## src/rtl/ifq_pkg.sv

```systemverilog
// Shared types and constants for the instruction fetch queue and its predecoder.
`ifndef INST_WIDTH
`define INST_WIDTH 32
`endif
`ifndef PC_WIDHT
`define PC_WIDHT 32
`endif

package ifq_pkg;

  localparam int unsigned IFQ_INST_W = `INST_WIDTH;
  localparam int unsigned IFQ_PC_W   = `PC_WIDHT;
  localparam int unsigned OPC_W      = 7;

  localparam logic [OPC_W-1:0] OPC_BRANCH = 7'b1100011;
  localparam logic [OPC_W-1:0] OPC_JAL    = 7'b1101111;
  localparam logic [OPC_W-1:0] OPC_JALR   = 7'b1100111;

  typedef struct packed {
    logic [IFQ_INST_W-1:0] inst;
    logic [IFQ_PC_W-1:0]   pc;
    logic                  is_branch;
    logic                  is_jal;
    logic                  is_jalr;
  } ifq_entry_t;

endpackage

```

## src/rtl/ifq_predecode.sv

```systemverilog
// Combinational control-flow predecode of a RISC-V major opcode; shared with decode.
module ifq_predecode
  import ifq_pkg::*;
(
  input  logic [OPC_W-1:0] i_opcode,
  output logic             o_is_branch_c,
  output logic             o_is_jal_c,
  output logic             o_is_jalr_c
);

  always_comb begin
    o_is_branch_c = 1'b0;
    o_is_jal_c    = 1'b0;
    o_is_jalr_c   = 1'b0;
    unique case (i_opcode)
      OPC_BRANCH: o_is_branch_c = 1'b1;
      OPC_JAL:    o_is_jal_c    = 1'b1;
      OPC_JALR:   o_is_jalr_c   = 1'b1;
      default: ;
    endcase
  end

endmodule

```

## src/rtl/ifq_buffer.sv

```systemverilog
// Instruction fetch queue: circular buffer between prefetch and decode with
// store-time predecode, registered head/handshake outputs and one-cycle flush.
module ifq_buffer
  import ifq_pkg::*;
#(
  parameter int unsigned DEPTH  = 4,
  parameter int unsigned INST_W = IFQ_INST_W,
  parameter int unsigned PC_W   = IFQ_PC_W
) (
  input  logic                       clk_i,
  input  logic                       rst_n_i,
  input  logic                       pfu2ifq_valid_i,
  input  logic [INST_W-1:0]          pfu2ifq_inst_i,
  input  logic [PC_W-1:0]            pfu2ifq_pc_i,
  output logic                       ifq2pfu_ready_o,
  output logic                       ifq2dpu_valid_o,
  output logic [INST_W-1:0]          ifq2dpu_inst_o,
  output logic [PC_W-1:0]            ifq2dpu_pc_o,
  output logic                       ifq2dpu_is_branch_o,
  output logic                       ifq2dpu_is_jal_o,
  output logic                       ifq2dpu_is_jalr_o,
  input  logic                       dpu2ifq_ready_i,
  input  logic                       ctrl2ifq_flush_i,
  output logic [$clog2(DEPTH):0]     ifq_count_o
);

  localparam int unsigned PTR_W = $clog2(DEPTH);
  localparam int unsigned CNT_W = PTR_W + 1;

  ifq_entry_t       r_mem [DEPTH];
  ifq_entry_t       r_head;
  logic [PTR_W-1:0] r_wr_ptr;
  logic [PTR_W-1:0] r_rd_ptr;
  logic [CNT_W-1:0] r_count;
  logic             r_ready;
  logic             r_valid;

  ifq_entry_t       w_new;
  ifq_entry_t       w_head_nxt;
  logic [PTR_W-1:0] w_wr_ptr_nxt;
  logic [PTR_W-1:0] w_rd_ptr_nxt;
  logic [CNT_W-1:0] w_count_nxt;
  logic             w_push;
  logic             w_pop;
  logic             w_is_branch;
  logic             w_is_jal;
  logic             w_is_jalr;

  ifq_predecode u_predecode (
    .i_opcode      (pfu2ifq_inst_i[OPC_W-1:0]),
    .o_is_branch_c (w_is_branch),
    .o_is_jal_c    (w_is_jal),
    .o_is_jalr_c   (w_is_jalr)
  );

  // Next-state: handshakes, pointers, occupancy and the head entry for next cycle.
  always_comb begin
    w_new           = '0;
    w_new.inst      = pfu2ifq_inst_i;
    w_new.pc        = pfu2ifq_pc_i;
    w_new.is_branch = w_is_branch;
    w_new.is_jal    = w_is_jal;
    w_new.is_jalr   = w_is_jalr;

    w_push       = pfu2ifq_valid_i & r_ready & ~ctrl2ifq_flush_i;
    w_pop        = r_valid & dpu2ifq_ready_i & ~ctrl2ifq_flush_i;
    w_wr_ptr_nxt = r_wr_ptr;
    w_rd_ptr_nxt = r_rd_ptr;
    w_count_nxt  = r_count;
    w_head_nxt   = '0;

    if (ctrl2ifq_flush_i) begin
      w_wr_ptr_nxt = '0;
      w_rd_ptr_nxt = '0;
      w_count_nxt  = '0;
    end else begin
      if (w_push) w_wr_ptr_nxt = r_wr_ptr + PTR_W'(1);
      if (w_pop)  w_rd_ptr_nxt = r_rd_ptr + PTR_W'(1);
      unique case ({w_push, w_pop})
        2'b10:   w_count_nxt = r_count + CNT_W'(1);
        2'b01:   w_count_nxt = r_count - CNT_W'(1);
        default: w_count_nxt = r_count;
      endcase
    end

    // The entry being written this cycle becomes head when it lands on the new read slot.
    if (w_count_nxt != '0) begin
      if (w_push && (r_wr_ptr == w_rd_ptr_nxt)) w_head_nxt = w_new;
      else                                      w_head_nxt = r_mem[w_rd_ptr_nxt];
    end
  end

  always_ff @(posedge clk_i) begin
    if (!rst_n_i) begin
      r_wr_ptr <= '0;
      r_rd_ptr <= '0;
      r_count  <= '0;
      r_ready  <= 1'b1;
      r_valid  <= 1'b0;
      r_head   <= '0;
      for (int unsigned i = 0; i < DEPTH; i++) r_mem[PTR_W'(i)] <= '0;
    end else begin
      r_wr_ptr <= w_wr_ptr_nxt;
      r_rd_ptr <= w_rd_ptr_nxt;
      r_count  <= w_count_nxt;
      r_ready  <= (w_count_nxt != CNT_W'(DEPTH));
      r_valid  <= (w_count_nxt != '0);
      r_head   <= w_head_nxt;
      if (w_push) r_mem[r_wr_ptr] <= w_new;
    end
  end

  assign ifq2pfu_ready_o     = r_ready;
  assign ifq2dpu_valid_o     = r_valid;
  assign ifq2dpu_inst_o      = r_head.inst;
  assign ifq2dpu_pc_o        = r_head.pc;
  assign ifq2dpu_is_branch_o = r_head.is_branch;
  assign ifq2dpu_is_jal_o    = r_head.is_jal;
  assign ifq2dpu_is_jalr_o   = r_head.is_jalr;
  assign ifq_count_o         = r_count;

endmodule

```

## config.mk

```make
export PLATFORM = sky130hd
export DESIGN_NAME = ifq_buffer
export DESIGN_NICKNAME = d
export VERILOG_FILES = /design/src/rtl/ifq_pkg.sv /design/src/rtl/ifq_predecode.sv /design/src/rtl/ifq_buffer.sv
export SDC_FILE = /design/constraint.sdc
export NUM_CORES = 1
export LEC_CHECK = 0
export BUFFER_PORTS_ARGS = -buffer_cell sky130_fd_sc_hd__buf_2
export CAP_MARGIN = 25
export CORE_MARGIN = 2
export CORE_UTILIZATION = 55
export CTS_CLUSTER_DIAMETER = 100
export DETAILED_ROUTE_END_ITERATION = 8
export PLACE_DENSITY = 0.79
export SETUP_SLACK_MARGIN = 0.3
export SLEW_MARGIN = 40
export SYNTH_ARGS = -nofsm -noshare
export SYNTH_HDL_FRONTEND = slang
export SYNTH_SLANG_ARGS = --single-unit
```

## constraint.sdc

```tcl
create_clock -name clk_i -period 9.83 [get_ports clk_i]
set_input_delay 0.4915 -clock clk_i [delete_from_list [all_inputs] [get_ports clk_i]]
set_output_delay 0.4915 -clock clk_i [all_outputs]
set_load 0.02 [all_outputs]
```

# Word-level counts from Yosys, hierarchy flattened
# Memories as Yosys holds them, arrays and structs flattened. A register that Yosys moved wholly into a read port is not among the register bits.
# Cells that the tools add are included.
# totals
ff_bits,9
ramBits,268
input_bits,69
output_inout_bits,72
memories,1
# memory_table
memory,words,width,rd,rd_clocked_by_memory_dff,wr,line_no,rtl
r_mem,4,67,1,1,4,ifq_buffer.sv:30,ifq_entry_t r_mem [DEPTH];
# op_classes
add_sub_neg,4
eq_ne,6
n_mux,14
bitwise,6
reduce_logical,5
# op_table
cell,n
2-to-1 mux 67 bit,1
OR reduction 67 bit,1
== test 7 bit (second input constant),3
2-to-1 mux 1 bit,8
2-to-1 mux 2 bit,3
case mux 3 bit (2 select lines),1
adder 2 x 1 -> 2 bit (second input constant),2
bitwise AND 1 bit,4
adder 3 x 1 -> 3 bit (second input constant),1
2-to-1 mux 3 bit,1
inequality test 3 bit (second input constant),1
nonzero test 3 bit,1
subtractor 3 x 1 -> 3 bit (second input constant),1
== test 2 x 1 -> 1 bit (second input constant),1
== test 2 bit (second input constant),1
inverter 1 bit,2
AND reduction 2 bit,1
OR reduction 2 bit,1
logical NOT 1 bit,1

# Logic depth before layout (Yosys ltp)
# logic_depth
word_depth,8
depth_mapped,13
ltp_nobuf,9

# Hierarchy
# Synthesis repeated with hierarchy kept, for this count alone.
# hier_totals
cells_unflattened,1043
area_unflattened_um2,14396.3
# by_module_without_submodules
mod,instances,cells_each,area_per_inst_um2
ifq_buffer,1,1036,14347.5
ifq_predecode,1,7,48.8

# Worst setup path after synthesis
# OpenSTA, ideal clock, no wires.
# synth_timing
path_type,in2reg
start,input port ctrl2ifq_flush_i
end,"memory r_mem[3][0] (netlist bit), enable pin"
setup_time_ps,585
t_arrival_ps,5493
required_time_ps,9245
slack_ps,3752
cell_stages,3
path_buffers,0
path_cell_list,inv_2 -> nand4_1 -> o21ai_0
# synth_lines
item,line_no,rtl
"start, declared",ifq_buffer.sv:23,"input logic ctrl2ifq_flush_i,"
"end, declared",ifq_buffer.sv:30,

# Worst setup path in the final report
# layout_timing
start,"register r_ready, in the netlist ifq2pfu_ready_o"
end,"register r_head, in the netlist ifq2dpu_pc_o[6]"
# layout_between
elab_chain_cells,8
elab_cells_between_ends,9
cone_classes,eq/ne (2); mux (2); bitwise (2); reduce/logical (3)
# layout_lines
item,line_no,rtl
"start, declared",ifq_buffer.sv:35,logic r_ready;
"start signal, assigned",ifq_buffer.sv:106,r_ready <= (w_count_nxt != CNT_W'(DEPTH));
bitwise AND 1 bit * (2 in a row),ifq_buffer.sv:65,w_push = pfu2ifq_valid_i & r_ready & ~ctrl2ifq_flush_i;
== test 2 x 1 -> 1 bit / == test 2 bit (equally long branches),ifq_buffer.sv:79,"unique case ({w_push, w_pop})"
case mux 3 bit (2 select lines) *,ifq_buffer.sv:79,
2-to-1 mux 3 bit *,ifq_buffer.sv:72,if (ctrl2ifq_flush_i) begin
nonzero test 3 bit *,ifq_buffer.sv:87,if (w_count_nxt != '0) begin
AND reduction 2 bit (no line) *,-,
logical NOT 1 bit (no line) *,-,
"end signal, assigned",ifq_buffer.sv:108,r_head <= w_head_nxt;
"end, declared",ifq_buffer.sv:31,ifq_entry_t r_head;
# Every way passes the cells marked *; elsewhere a longest branch is shown, timed or not.
# A chain may end at the register's enable or synchronous reset.

==> impl_metrics.yaml <==
synthesis:
  synthAdderAreaFrac: 0.00209
  synth_xor_area_frac: 0.00386
  async_flop_share: 0
  synth_top_area_cell: "edfxtp_1"
  yosysMostFrequentCell: "edfxtp_1"
  synthTopCellsByCount: "edfxtp_1, o211ai_1, and2_1, and3_1, clkbuf_1"
  synth_top_family_by_area: "simple AND/OR/NAND/NOR gates"
  ys_top_cells_by_area: "edfxtp_1, dfxtp_1, o211ai_1"
  synthSimpleGateAreaFrac: 0.133
  ys_warn_count: 0
  ys_ff_latch: 344
  synth.avg_cell_area_sq_um: 12.4
  synth_cell_types: 41
  yosysSeqAreaShare: 0.615
  synthMuxAreaShare: 0.0929
  synthesis.nets: 1328
  synth_top_area_frac: 0.517
  syn_inst: 1257
  synth_compound_area_frac: 0.104
  synth_edf_count: 268
  syn_area_sq_um: 15600
  synth-main-ff-cell: "edfxtp_1"
sta:
  rsz0062_at_grt: "no"
  setup_viol: 0
  period_needed_ns: 3.36
  fin_skew_ns: 0.0147
  slew_viol_final: 0
  hold_viol: 0
  slew_headroom: 0.453
  fin_setup_tns_ns: 0
  max_freq_mhz: 298
  hold_ws_ns: 0.283
  period_share: 0.342
  tightestPinTransition_ns: 0.820
  setup_ws_ns: 6.47
setup_path:
  reg2reg_to: "ifq2dpu_pc_o[6]$_SDFF_PN0_"
  ff2ff_setup_slack_ns: 6.47
  rr_worst_depth: 7
  critPathKind: "reg -> reg"
  cp_max_fo: 115
  crit_path_end_kind: "flop"
  cp-startpoint: "ifq2pfu_ready_o$_SDFF_PN1_"
  required_ns: 10.25
  regToRegStartpoint: "ifq2pfu_ready_o$_SDFF_PN1_"
  start_kind: "flop"
  crit_arrival_ns: 3.78
finish:
  syn_to_final_growth_pct: 13.6
  nets: 1412
  instances_no_fill: 1747
  drive_gt1_frac: 0.215
  finalCoreUtilization: 0.635
  fillCellCount: 2108
  multi_input_area_sq_um: 5350
  register_area_sq_um: 9570
routing:
  wl_um: 37600
  drc: 0
  postRouteAntennaNets: 0
  avgViaCountPerCell: 5.97
  vias: 10400
  wl_per_cell_um: 21.5
  drt_iter0_markers: 1054
  firstDrtPassIters: 5
floorplan:
  row_count: 61
  die_area_sq_um: 29700
  ios: 141
  die-width_um: 172
  core_sq_um: 27900
  die_h_um: 172
  start_util: 0.559
grt:
  antenna_found_initial: 4
  groute.usage.overall: 0.256
  grt_pass1_vias: 10700
  grt-ovfl-total: 0
  grt_pass1_wl_um: 58100
  grt_max_degree: 116
worst_hold_path:
  hold_class: "in -> reg"
  whs_path_depth: 2
  hold_path_end: "r_mem[1][47]$_SDFFCE_PN0P_"
  hold_path.startpoint: "pfu2ifq_inst_i[12]"
clock_network:
  cts_buffer_depth: 3
  clock_sinks: 344
  numCtsBuffers: 36
  clk_pin_slew_ns: 0.06
  cts_max_level: 2
  cts-root-buf: "clkbuf_16"
  post_cts_resized: 0
  postCtsSetupBuffers: 0
  clk_latency_ns: 0.51
  cts_hold_buf: 0
  cts_tree: "built"
placed_design:
  io_buffers: 140
  gp_congestion: 0.779
  pre_cts_slack_ns: 6.06
  hpwl_um: 19700
  dp.cells: 1680
flow_run:
  drv_cap: 0
outcome:
  status: "completed"
pwr:
  power_density_nw_per_um2: 174
  ir_worst_vdd_mv: 0.102
  leakagePower_uw: 0.00694
stage by stage:
step                      power, uW  cell area (sq um)
after detailed placement       1840              16600
after floorplan                1770              15600
after global routing           3150              17700
after global placement         1830              16500
after CTS                      3080              17600
final                          3070              17700
sequential cells by signal, summed over array words and instances (netlist names):
name,count
r_mem,268
ifq2dpu_inst_o,32
ifq2dpu_pc_o,32
ifq_count_o,3
r_rd_ptr,2
r_wr_ptr,2
ifq2dpu_is_branch_o,1
ifq2dpu_is_jal_o,1
ifq2dpu_is_jalr_o,1
ifq2dpu_valid_o,1
ifq2pfu_ready_o,1
logic make-up after synthesis:
| family | count (synthesis) |
|---|---|
| and+or+nand+nor | 367 |
| muxes | 136 |
| buffers and inverters | 188 |
| DFF | 344 |
| xor gates and xnor gates | 6 |
| AOI/OAI and AO/OA | 214 |
| adders and majority gates | 2 |
layout by cell type (no fill, tap or decap), drive strengths merged, types with 2 or more instances in the layout:
cell type  count
o21ai          4
and4b          2
nand3          3
clkinv         9
mux2          68
nor3b          2
xor2           2
mux2i         68
or3            3
diode          2
buf          161
inv           73
and3         130
dfxtp         76
and2         130
nand2         76
edfxtp       268
a31oi          2
nor2          16
clkbuf        55
o211ai       202
xnor2          4
critical path, stage by stage, from the launching register on:
cell,delay [ns]
dfxtp_1,0.36
nand3b_1,0.20
nor3b_4,0.54
buf_6,0.63
nand2_1,0.20
o211ai_4,0.22
buf_4,0.67
mux2i_1,0.30
layout make-up:
cell class | instances | area share
Sequential cell | 344 | 0.541
Multi-Input combinational cell | 725 | 0.303
Clock buffer | 55 | 0.0585
Timing Repair Buffer | 161 | 0.0526
Tap cell | 378 | 0.0268
Inverter | 73 | 0.0155
Clock inverter | 9 | 0.00234
Antenna cell | 2 | 0.000283
power breakdown:
group / internal (uW) / switching (uW) / total [uW]
registers: 1620 / 16.1 / 1640
logic: 55.5 / 116 / 171
clock network: 724 / 535 / 1260
total: 2400 / 667 / 3070
worst max path at each step:
stage / end / cells past startpoint
CTS: ifq2dpu_pc_o[6]$_SDFF_PN0_ / 7
global placement: r_mem[0][24]$_SDFFCE_PN0P_ / 6
finish: ifq2dpu_pc_o[6]$_SDFF_PN0_ / 7
detailed placement: ifq2dpu_pc_o[6]$_SDFF_PN0_ / 7
floorplan: r_mem[3][0]$_DFFE_PP_ / 3
global route: ifq2dpu_pc_o[6]$_SDFF_PN0_ / 7
per-layer routing:
| metal | share of wire | global-route usage |
|---|---|---|
| met1 | 0.40 | 0.316 |
| met2 | 0.50 | 0.457 |
| met3 | 0.069 | 0.0435 |
| met4 | 0.026 | 0.0891 |
| met5 | 0.00035 | 0 |
Power figures use the tool's default switching activity.
